$ cat src/rtl/ecc_pkg.sv
// Shared SECDED helpers: check-bit count, data-to-codeword position map and
// per-check-bit coverage masks, all evaluated at elaboration time.
package ecc_pkg;

  localparam int unsigned MAX_DATA_W = 120;

  // Smallest r with 2^r >= data_w + r + 1.
  function automatic int unsigned ham_width(input int unsigned data_w);
    int unsigned r;
    r = 0;
    for (int k = 7; k >= 1; k--) begin
      if ((32'd1 << k) >= data_w + k + 1) r = k;
    end
    return r;
  endfunction

  // Position of data bit d: the d-th non-power-of-two position, ascending from 3.
  function automatic int unsigned data_pos(input int unsigned d);
    int unsigned cnt;
    int unsigned pos;
    cnt = 0;
    pos = 0;
    for (int unsigned p = 3; p < 256; p++) begin
      if ((p & (p - 1)) != 0) begin
        if (cnt == d) pos = p;
        cnt++;
      end
    end
    return pos;
  endfunction

  function automatic logic [MAX_DATA_W-1:0] cov_mask(input int unsigned data_w,
                                                     input int unsigned i);
    logic [MAX_DATA_W-1:0] m;
    m = '0;
    for (int unsigned d = 0; d < MAX_DATA_W; d++) begin
      if (d < data_w && ((data_pos(d) >> i) & 1) != 0) m[d] = 1'b1;
    end
    return m;
  endfunction

endpackage

$ cat src/rtl/ecc_hamming_gen.sv
// Combinational check-bit generator: HAM_W Hamming bits plus overall parity on top.
module ecc_hamming_gen
  import ecc_pkg::*;
#(
  parameter int unsigned  DATA_W = 32,
  localparam int unsigned HAM_W  = ham_width(DATA_W),
  localparam int unsigned CHK_W  = HAM_W + 1
) (
  input  logic [DATA_W-1:0] i_data,
  output logic [CHK_W-1:0]  o_chk
);

  logic [HAM_W-1:0] w_ham;

  for (genvar gi = 0; gi < HAM_W; gi++) begin : g_chk
    localparam logic [MAX_DATA_W-1:0] MASK = cov_mask(DATA_W, gi);
    assign w_ham[gi] = ^(i_data & MASK[DATA_W-1:0]);
  end

  assign o_chk = {(^i_data) ^ (^w_ham), w_ham};

endmodule

$ cat src/rtl/ecc_secded_codec.sv
// SECDED codec: 1-cycle registered encoder and 2-stage decoder/corrector with
// valid-qualified error flags and saturating, clearable event counters.
module ecc_secded_codec
  import ecc_pkg::*;
#(
  parameter int unsigned  DATA_W = 32,
  parameter int unsigned  CNT_W  = 16,
  localparam int unsigned HAM_W  = ham_width(DATA_W),
  localparam int unsigned CHK_W  = HAM_W + 1
) (
  input  logic              i_clk,
  input  logic              i_rst,
  input  logic              i_enc_valid,
  input  logic [DATA_W-1:0] i_enc_in,
  output logic              o_enc_out_valid,
  output logic [DATA_W-1:0] o_enc_out,
  output logic [CHK_W-1:0]  o_parity_out,
  input  logic              i_dec_valid,
  input  logic [DATA_W-1:0] i_dec_data_in,
  input  logic [CHK_W-1:0]  i_dec_parity_in,
  output logic              o_dec_out_valid,
  output logic [DATA_W-1:0] o_dec_out,
  output logic              o_dec_sec,
  output logic              o_dec_ded,
  output logic [HAM_W-1:0]  o_dec_syndrome,
  input  logic              i_cnt_clear,
  output logic [CNT_W-1:0]  o_sec_count,
  output logic [CNT_W-1:0]  o_ded_count
);

  localparam logic [HAM_W-1:0] MAX_POS = HAM_W'(DATA_W + HAM_W);

  logic              r_enc_valid;
  logic [DATA_W-1:0] r_enc_data;
  logic              r_dec_v1;
  logic [DATA_W-1:0] r_dec_data;
  logic [CHK_W-1:0]  r_dec_par;
  logic              r_dec_v2;
  logic [DATA_W-1:0] r_dec_out;
  logic              r_dec_sec;
  logic              r_dec_ded;
  logic [HAM_W-1:0]  r_dec_syn;
  logic [CNT_W-1:0]  r_sec_cnt;
  logic [CNT_W-1:0]  r_ded_cnt;

  logic [CHK_W-1:0]  w_dchk;
  logic [HAM_W-1:0]  w_syn;
  logic              w_pmis;
  logic              w_impossible;
  logic [DATA_W-1:0] w_flip;
  logic              w_sec;
  logic              w_ded;

  ecc_hamming_gen #(.DATA_W(DATA_W)) u_enc_gen (
    .i_data(r_enc_data),
    .o_chk (o_parity_out)
  );

  ecc_hamming_gen #(.DATA_W(DATA_W)) u_dec_gen (
    .i_data(r_dec_data),
    .o_chk (w_dchk)
  );

  assign w_syn = w_dchk[HAM_W-1:0] ^ r_dec_par[HAM_W-1:0];
  // Overall parity of received word, rewritten via the generator's top bit.
  assign w_pmis       = w_dchk[CHK_W-1] ^ (^w_syn) ^ r_dec_par[CHK_W-1];
  assign w_impossible = (w_syn > MAX_POS);

  for (genvar gd = 0; gd < DATA_W; gd++) begin : g_flip
    localparam logic [HAM_W-1:0] POS = HAM_W'(data_pos(gd));
    assign w_flip[gd] = w_pmis && (w_syn == POS);
  end

  assign w_sec = r_dec_v1 && w_pmis && !w_impossible;
  assign w_ded = r_dec_v1 && ((w_pmis && w_impossible) || (!w_pmis && (w_syn != '0)));

  always_ff @(posedge i_clk) begin
    if (i_rst) begin
      r_enc_valid <= 1'b0;
      r_enc_data  <= '0;
      r_dec_v1    <= 1'b0;
      r_dec_data  <= '0;
      r_dec_par   <= '0;
      r_dec_v2    <= 1'b0;
      r_dec_out   <= '0;
      r_dec_sec   <= 1'b0;
      r_dec_ded   <= 1'b0;
      r_dec_syn   <= '0;
    end else begin
      r_enc_valid <= i_enc_valid;
      r_enc_data  <= i_enc_in;
      r_dec_v1    <= i_dec_valid;
      r_dec_data  <= i_dec_data_in;
      r_dec_par   <= i_dec_parity_in;
      r_dec_v2    <= r_dec_v1;
      r_dec_out   <= r_dec_data ^ w_flip;
      r_dec_sec   <= w_sec;
      r_dec_ded   <= w_ded;
      r_dec_syn   <= w_syn;
    end
  end

  // Counters advance on the same edge that registers the flag.
  always_ff @(posedge i_clk) begin
    if (i_rst || i_cnt_clear) begin
      r_sec_cnt <= '0;
      r_ded_cnt <= '0;
    end else begin
      if (w_sec && (r_sec_cnt != '1)) r_sec_cnt <= r_sec_cnt + 1'b1;
      if (w_ded && (r_ded_cnt != '1)) r_ded_cnt <= r_ded_cnt + 1'b1;
    end
  end

  assign o_enc_out_valid = r_enc_valid;
  assign o_enc_out       = r_enc_data;
  assign o_dec_out_valid = r_dec_v2;
  assign o_dec_out       = r_dec_out;
  assign o_dec_sec       = r_dec_sec;
  assign o_dec_ded       = r_dec_ded;
  assign o_dec_syndrome  = r_dec_syn;
  assign o_sec_count     = r_sec_cnt;
  assign o_ded_count     = r_ded_cnt;

endmodule

$ cat config.mk
export PLATFORM = sky130hd
export DESIGN_NAME = ecc_secded_codec
export DESIGN_NICKNAME = d
export VERILOG_FILES = /design/src/rtl/ecc_pkg.sv /design/src/rtl/ecc_hamming_gen.sv /design/src/rtl/ecc_secded_codec.sv
export SDC_FILE = /design/constraint.sdc
export NUM_CORES = 1
export LEC_CHECK = 0
export CORE_MARGIN = 2
export CORE_UTILIZATION = 44
export DETAILED_ROUTE_END_ITERATION = 6
export PLACE_DENSITY = 0.84
export SLEW_MARGIN = 5
export SYNTH_ARGS = -nofsm -noshare
export SYNTH_HDL_FRONTEND = slang
export SYNTH_SLANG_ARGS = --single-unit
$ cat constraint.sdc
create_clock -name i_clk -period 11.8 [get_ports i_clk]
set_clock_uncertainty 0.05 [all_clocks]
set_input_delay 1.18 -clock i_clk [delete_from_list [all_inputs] [get_ports i_clk]]
set_output_delay 1.18 -clock i_clk [all_outputs]
set_load 0.01 [all_outputs]
---- Yosys cells after proc, flatten, opt, wreduce, memory -nomap -nowiden ----
Cells that the tools add are included.
operators by class
  $add $sub $neg .......................... 2
  magnitude comparators ................... 1
  eq/ne operators ......................... 34
  bitwise gates (word level) .............. 6
  reduce and logical (&&, ||, !) cells .... 61
operators by type and width
  kind                   count
  $reduce_xor 32->1      14
  $eq 6x5->1 const B     15
  $eq 6x4->1 const B     7
  $logic_and 1x1->1      39
  $eq 6x6->1 const B     6
  $add 16x1->16 const B  2
  $ne 16x16->1 const B   2
  $xor 32x32->32         1
  $eq 6x3->1 const B     3
  $reduce_xor 6->1       3
  $eq 6x2->1 const B     1
  $gt 6x6->1 const B     1
  $reduce_bool 6->1      1
  $xor 6x6->6            1
  $xor 1x1->1            4
  $logic_not 1->1        2
  $logic_or 1x1->1       2
storage, ports and cells
  register bits after elaboration ......... 146
  input port bits ......................... 76
  output and inout port bits .............. 113
  word-level logic and storage cells ...... 116

---- Depth between registers and ports, before layout ----
  depth after elaboration ................. 10
  gate-level depth with buffers ........... 17
  gate-level depth less buffers ........... 14

---- By module ----
A second synthesis with hierarchy kept.
unflattened totals
  cell total of the unflattened synthesis .. 670
  area total of the unflattened synthesis .. 6601.3 um2
modules (own cells, without submodules)
  module            times used  cells each  area each (um2)  sequential area each (um2)
  ecc_secded_codec  1           552         5442.7           2922.8
  ecc_hamming_gen   2           59          579.3            0.0

---- Least setup slack after synthesis ----
OpenSTA, ideal clock, no wires.
  kind .................................... register to register
  from .................................... register r_dec_data[5]
  to ...................................... register r_ded_cnt[0], in the netlist o_ded_count[0]
  setup time .............................. 132 ps
  arrival ................................. 3980 ps
  data required time ...................... 11618 ps
  setup slack ............................. 7637 ps
  stages on the path, launching flop included .. 16
  path buffers ............................ 1
  period minus slack after synthesis ...... 4163 ps
  path through ............................ dfxtp_1 -> xnor2_1 -> xnor3_1 -> xnor2_2 -> xnor3_1 -> inv_1 -> ha_1 -> xnor2_1 -> xnor3_1 -> xnor2_1 -> xnor2_1 -> xnor3_1 -> o311ai_1 -> clkbuf_1 -> or3_1 -> a21oi_1
between the ends
  word-level cells in the longest chain between the ends .. 10
  elaborated cells on any way between the ends .. 17
  classes of those cells .................. 1 x order compare; 4 x bitwise; 12 x reduce/logical
RTL lines
  what                                                line                     text
  start, declared                                     ecc_secded_codec.sv:36   logic [DATA_W-1:0] r_dec_data;
  start signal, assigned                              ecc_secded_codec.sv:93   r_dec_data <= i_dec_data_in;
  $reduce_xor 32->1 *                                 ecc_hamming_gen.sv:17    assign w_ham[gi] = ^(i_data & MASK[DATA_W-1:0]);
  $xor 6x6->6 *                                       ecc_secded_codec.sv:64   assign w_syn = w_dchk[HAM_W-1:0] ^ r_dec_par[HAM_W-1:0];
  net w_syn[1]                                        ecc_secded_codec.sv:47   logic [HAM_W-1:0] w_syn;
  branches (longest 5 deep; another with $gt 6x6->1)  --
  $logic_or 1x1->1 *                                  ecc_secded_codec.sv:75   assign w_ded = r_dec_v1 && ((w_pmis && w_impossible) || (!w_pmis && (w_syn != '0)));
  $logic_and 1x1->1 *                                 ecc_secded_codec.sv:75
  $logic_and 1x1->1 *                                 ecc_secded_codec.sv:110  if (w_ded && (r_ded_cnt != '1)) r_ded_cnt <= r_ded_cnt + 1'b1;
  end signal, assigned                                ecc_secded_codec.sv:110
  end, declared                                       ecc_secded_codec.sv:44   logic [CNT_W-1:0] r_ded_cnt;
Mark *: on every way through the listed nets, which the timed path passes.
A chain may end at the register's enable or synchronous reset.

---- Worst setup path in the final report ----
  from .................................... register r_dec_data[25]
  to ...................................... register r_ded_cnt[8], in the netlist o_ded_count[8]
The elaborated chain is that of the path after synthesis.

==> flow_metrics.env <==
export IMPL_max_freq_ghz=0.216
export IMPL_seqPwrFrac=0.239
export IMPL_ir_drop_mv=0.495
export IMPL_status="finished, final reports clean"
export IMPL_p_int_mw=1.34
export IMPL_chipWidth_um=126
export IMPL_synth_cells=671
export IMPL_ys_ff_latch=146
export IMPL_grt_usage=0.215
export IMPL_crit_type="flop to flop"
export IMPL_post_cts_buffers=0
export IMPL_hold_slack_ns=0.443
export IMPL_fin_tns_setup_ns=0
export IMPL_drt_first_pass_iters=5
export IMPL_drt_iter0_drc=404
export IMPL_reg2reg_slack_ns=7.17
export IMPL_core_area_sq_mm=0.0145
export IMPL_cts_hold_buf=0
export IMPL_grt_overflow=0
export IMPL_drv_cap=0
export IMPL_layout_nets=936
export IMPL_drc_errors=0
export IMPL_start_kind="flop"
export IMPL_grt_max_degree=114
export IMPL_io_buffer_count=188
export IMPL_path_max_fanout=31
export IMPL_maxSlewHeadroom=0.258
export IMPL_cts_buffers=17
export IMPL_dp_cells=1014
export IMPL_min_delay_start="o_ded_count[4]$_SDFFE_PP0P_"
export IMPL_ctsLongestPathBuffers=2
export IMPL_setup_violations=0
export IMPL_r2r_start="r_dec_data[25]$_SDFF_PP0_"
export IMPL_clock_power_share=0.235
export IMPL_nFillCells=1171
export IMPL_syn_area_sq_mm=0.00656
export IMPL_antenna_found_initial=0
export IMPL_routed_wl_um=17000
export IMPL_hold_viol=0
export IMPL_ant_nets=0
export IMPL_hold_path_depth=2
export IMPL_endpoint_kind="flop"
export IMPL_max_slew_worst_pin_slew_ns=1.11
export IMPL_cts_tree="done"
export IMPL_grt_pass1_vias=5049
export IMPL_combPwrFrac=0.526
export IMPL_dieArea_sq_mm=0.0159
export IMPL_area_growth_pct=40.2
export IMPL_netSwitchingFraction=0.432
export IMPL_drv_slew=0
export IMPL_chipHeight_um=126
export IMPL_worstHoldEndpoint="o_ded_count[4]$_SDFFE_PP0P_"
export IMPL_num_antenna_cells=0
export IMPL_row_count=44
export IMPL_critPathRequiredTime_ns=12.09
export IMPL_layout_min_cycle_time_ns=4.63
export IMPL_viasPerCell=5.14
export IMPL_min_path_type="flop to flop"
export IMPL_powerDensity_mw_per_mm2=256
export IMPL_layout_drive_gt1_share=0.0476
export IMPL_cts_sink_count=146
export IMPL_rsz0062_at_grt="false"
export IMPL_wl_per_cell_um=16.3
export IMPL_dpl_hpwl_um=12700
export IMPL_stdcell_count=1046
export IMPL_yosysUniqueCellTypes=40
export IMPL_post_cts_resized=0
export IMPL_gp_congestion=0.856
export IMPL_yosys_warnings=0
export IMPL_syn_area_per_cell_sq_um=9.77
export IMPL_clk_pin_slew_ns=0.06
export IMPL_grt_pass1_wl_um=26700
export IMPL_finalCritPeriodShare=0.392
export IMPL_ff_latch_area_sq_mm=0.00292
export IMPL_via_count=5379
export IMPL_start_util=0.451
export IMPL_htree_levels=4
export IMPL_syn_nets=758
export IMPL_multi_input_area_sq_mm=0.00347
export IMPL_io_pins=189
export IMPL_cp_arrival_ns=4.92
export IMPL_power_leakage_nw=3.31
export IMPL_r2r_end="o_ded_count[8]$_SDFFE_PP0P_"
export IMPL_p_sw_mw=1.02
export IMPL_clock_root_buffer="clkbuf_16"
export IMPL_synth_seq_area_share=0.446
export IMPL_clock_latency_ns=0.42
export IMPL_r2r_cells=14
[synth_stat cells (all sizes together)]
cell / number / share of area
a21bo: 1 / 0.0015
a21boi: 1 / 0.0011
a21oi: 28 / 0.021
a31oi: 1 / 0.00095
and2: 4 / 0.0038
and3: 7 / 0.0067
and4: 2 / 0.0027
and4b: 1 / 0.0015
buf: 7 / 0.0046
clkbuf: 26 / 0.015
dfxtp: 146 / 0.45
ha: 11 / 0.021
inv: 10 / 0.0057
mux2i: 1 / 0.0015
nand2: 20 / 0.011
nand2b: 1 / 0.00095
nand3: 14 / 0.011
nand4: 33 / 0.031
nand4b: 1 / 0.0013
nand4bb: 1 / 0.0017
nor2: 48 / 0.027
nor2b: 74 / 0.071
nor3: 1 / 0.00076
o211a: 1 / 0.0015
o21ai: 12 / 0.0092
o22ai: 1 / 0.00095
o311ai: 4 / 0.0053
o31a: 1 / 0.0013
o31ai: 17 / 0.019
or2: 1 / 0.00095
or3: 14 / 0.013
or3b: 1 / 0.0013
or4: 16 / 0.018
xnor2: 104 / 0.14
xnor3: 7 / 0.024
xor2: 53 / 0.071
[per-stage QoR]
stage               power, mW  setup WS [ns]  cell area, sq um   util
global route             2.48           6.87              9190  0.632
floorplan                1.47           7.64              6560      -
finish                   2.35           7.17              9190  0.632
global placement         1.77           7.38              8570  0.590
CTS                      2.36           7.17              9190  0.632
detailed placement       1.79           7.19              8570  0.590
[layout by cell type, fill, tap and decap left out, types with 3 or more instances in the layout]
| cell | instances |
|---|---|
| bufinv_16 | 3 |
| dfxtp_1 | 146 |
| o21ai_0 | 10 |
| xnor2_1 | 100 |
| clkbuf_8 | 4 |
| nor2_1 | 48 |
| nand2_1 | 20 |
| nand3_1 | 14 |
| xnor2_2 | 4 |
| nand4_1 | 33 |
| or4_1 | 16 |
| clkdlybuf4s50_1 | 187 |
| and3_1 | 7 |
| buf_4 | 5 |
| inv_1 | 10 |
| a21oi_1 | 28 |
| ha_1 | 11 |
| clkbuf_16 | 17 |
| xnor3_1 | 7 |
| or3_1 | 14 |
| clkbuf_1 | 3 |
| nor2b_1 | 74 |
| o31ai_1 | 17 |
| xor2_1 | 53 |
| and2_1 | 4 |
[critical path: stages, from the launching register on]
cell,delay [ns]
dfxtp_1,0.40
xnor2_1,0.15
xnor3_1,0.47
xnor2_2,0.25
xnor3_1,0.43
inv_1,0.11
ha_1,0.24
xnor2_1,0.17
xnor3_1,0.25
xnor2_1,0.18
xnor2_1,0.16
xnor3_1,0.47
o31a_1,0.44
or4_1,0.62
a21oi_1,0.15
[registers in the layout, indices dropped and copies added, names as in the netlist]
signal / cells
o_dec_ded: 1
o_dec_out: 32
o_dec_out_valid: 1
o_dec_sec: 1
o_dec_syndrome: 6
o_ded_count: 16
o_enc_out: 32
o_enc_out_valid: 1
o_sec_count: 16
r_dec_data: 32
r_dec_par: 7
r_dec_v1: 1
[worst max path at each step]
stage / from / endpoint / slack, ns
2_1_floorplan: r_dec_data[5]$_SDFF_PP0_ / o_ded_count[0]$_SDFFE_PP0P_ / 7.64
3_3_place_gp: r_dec_data[25]$_SDFF_PP0_ / o_ded_count[7]$_SDFFE_PP0P_ / 7.38
3_5_place_dp: r_dec_data[25]$_SDFF_PP0_ / o_ded_count[8]$_SDFFE_PP0P_ / 7.19
4_1_cts: r_dec_data[25]$_SDFF_PP0_ / o_ded_count[8]$_SDFFE_PP0P_ / 7.17
5_1_grt: r_dec_data[6]$_SDFF_PP0_ / o_ded_count[5]$_SDFFE_PP0P_ / 6.87
6_report: r_dec_data[25]$_SDFF_PP0_ / o_ded_count[8]$_SDFFE_PP0P_ / 7.17
[layout make-up]
cell class	instances	area share
inverter	10	0.00408
sequential	146	0.318
clock inverter	8	0.0135
tap	184	0.0251
timing repair buffer	192	0.208
clock buffer	24	0.0535
multi-input combinational	482	0.378
[metal layers]
layer | global-route usage | part of all wire | vias up
li1 | - | - | 2621
met1 | 0.273 | 0.43 | 2507
met2 | 0.349 | 0.48 | 225
met3 | 0.0671 | 0.072 | 26
met4 | 0.0711 | 0.019 | 0
met5 | 0 | 0 | -
[cell families after synthesis]
family,share of synthesized area
fa+ha+maj,0.0210
simple gates,0.205
xor+xnor,0.238
compound gates,0.0628
buf+inv,0.0252
mux,0.00153
flops,0.446
[power groups by stage]
stage               Clock [mW]  Sequential [mW]  Combinational, mW
floorplan                    0            0.585              0.890
global placement             0            0.574               1.19
detailed placement           0            0.574               1.22
CTS                      0.566            0.564               1.23
global route             0.592            0.568               1.32
finish                   0.553            0.563               1.24
(Power assumes the default switching activity.)
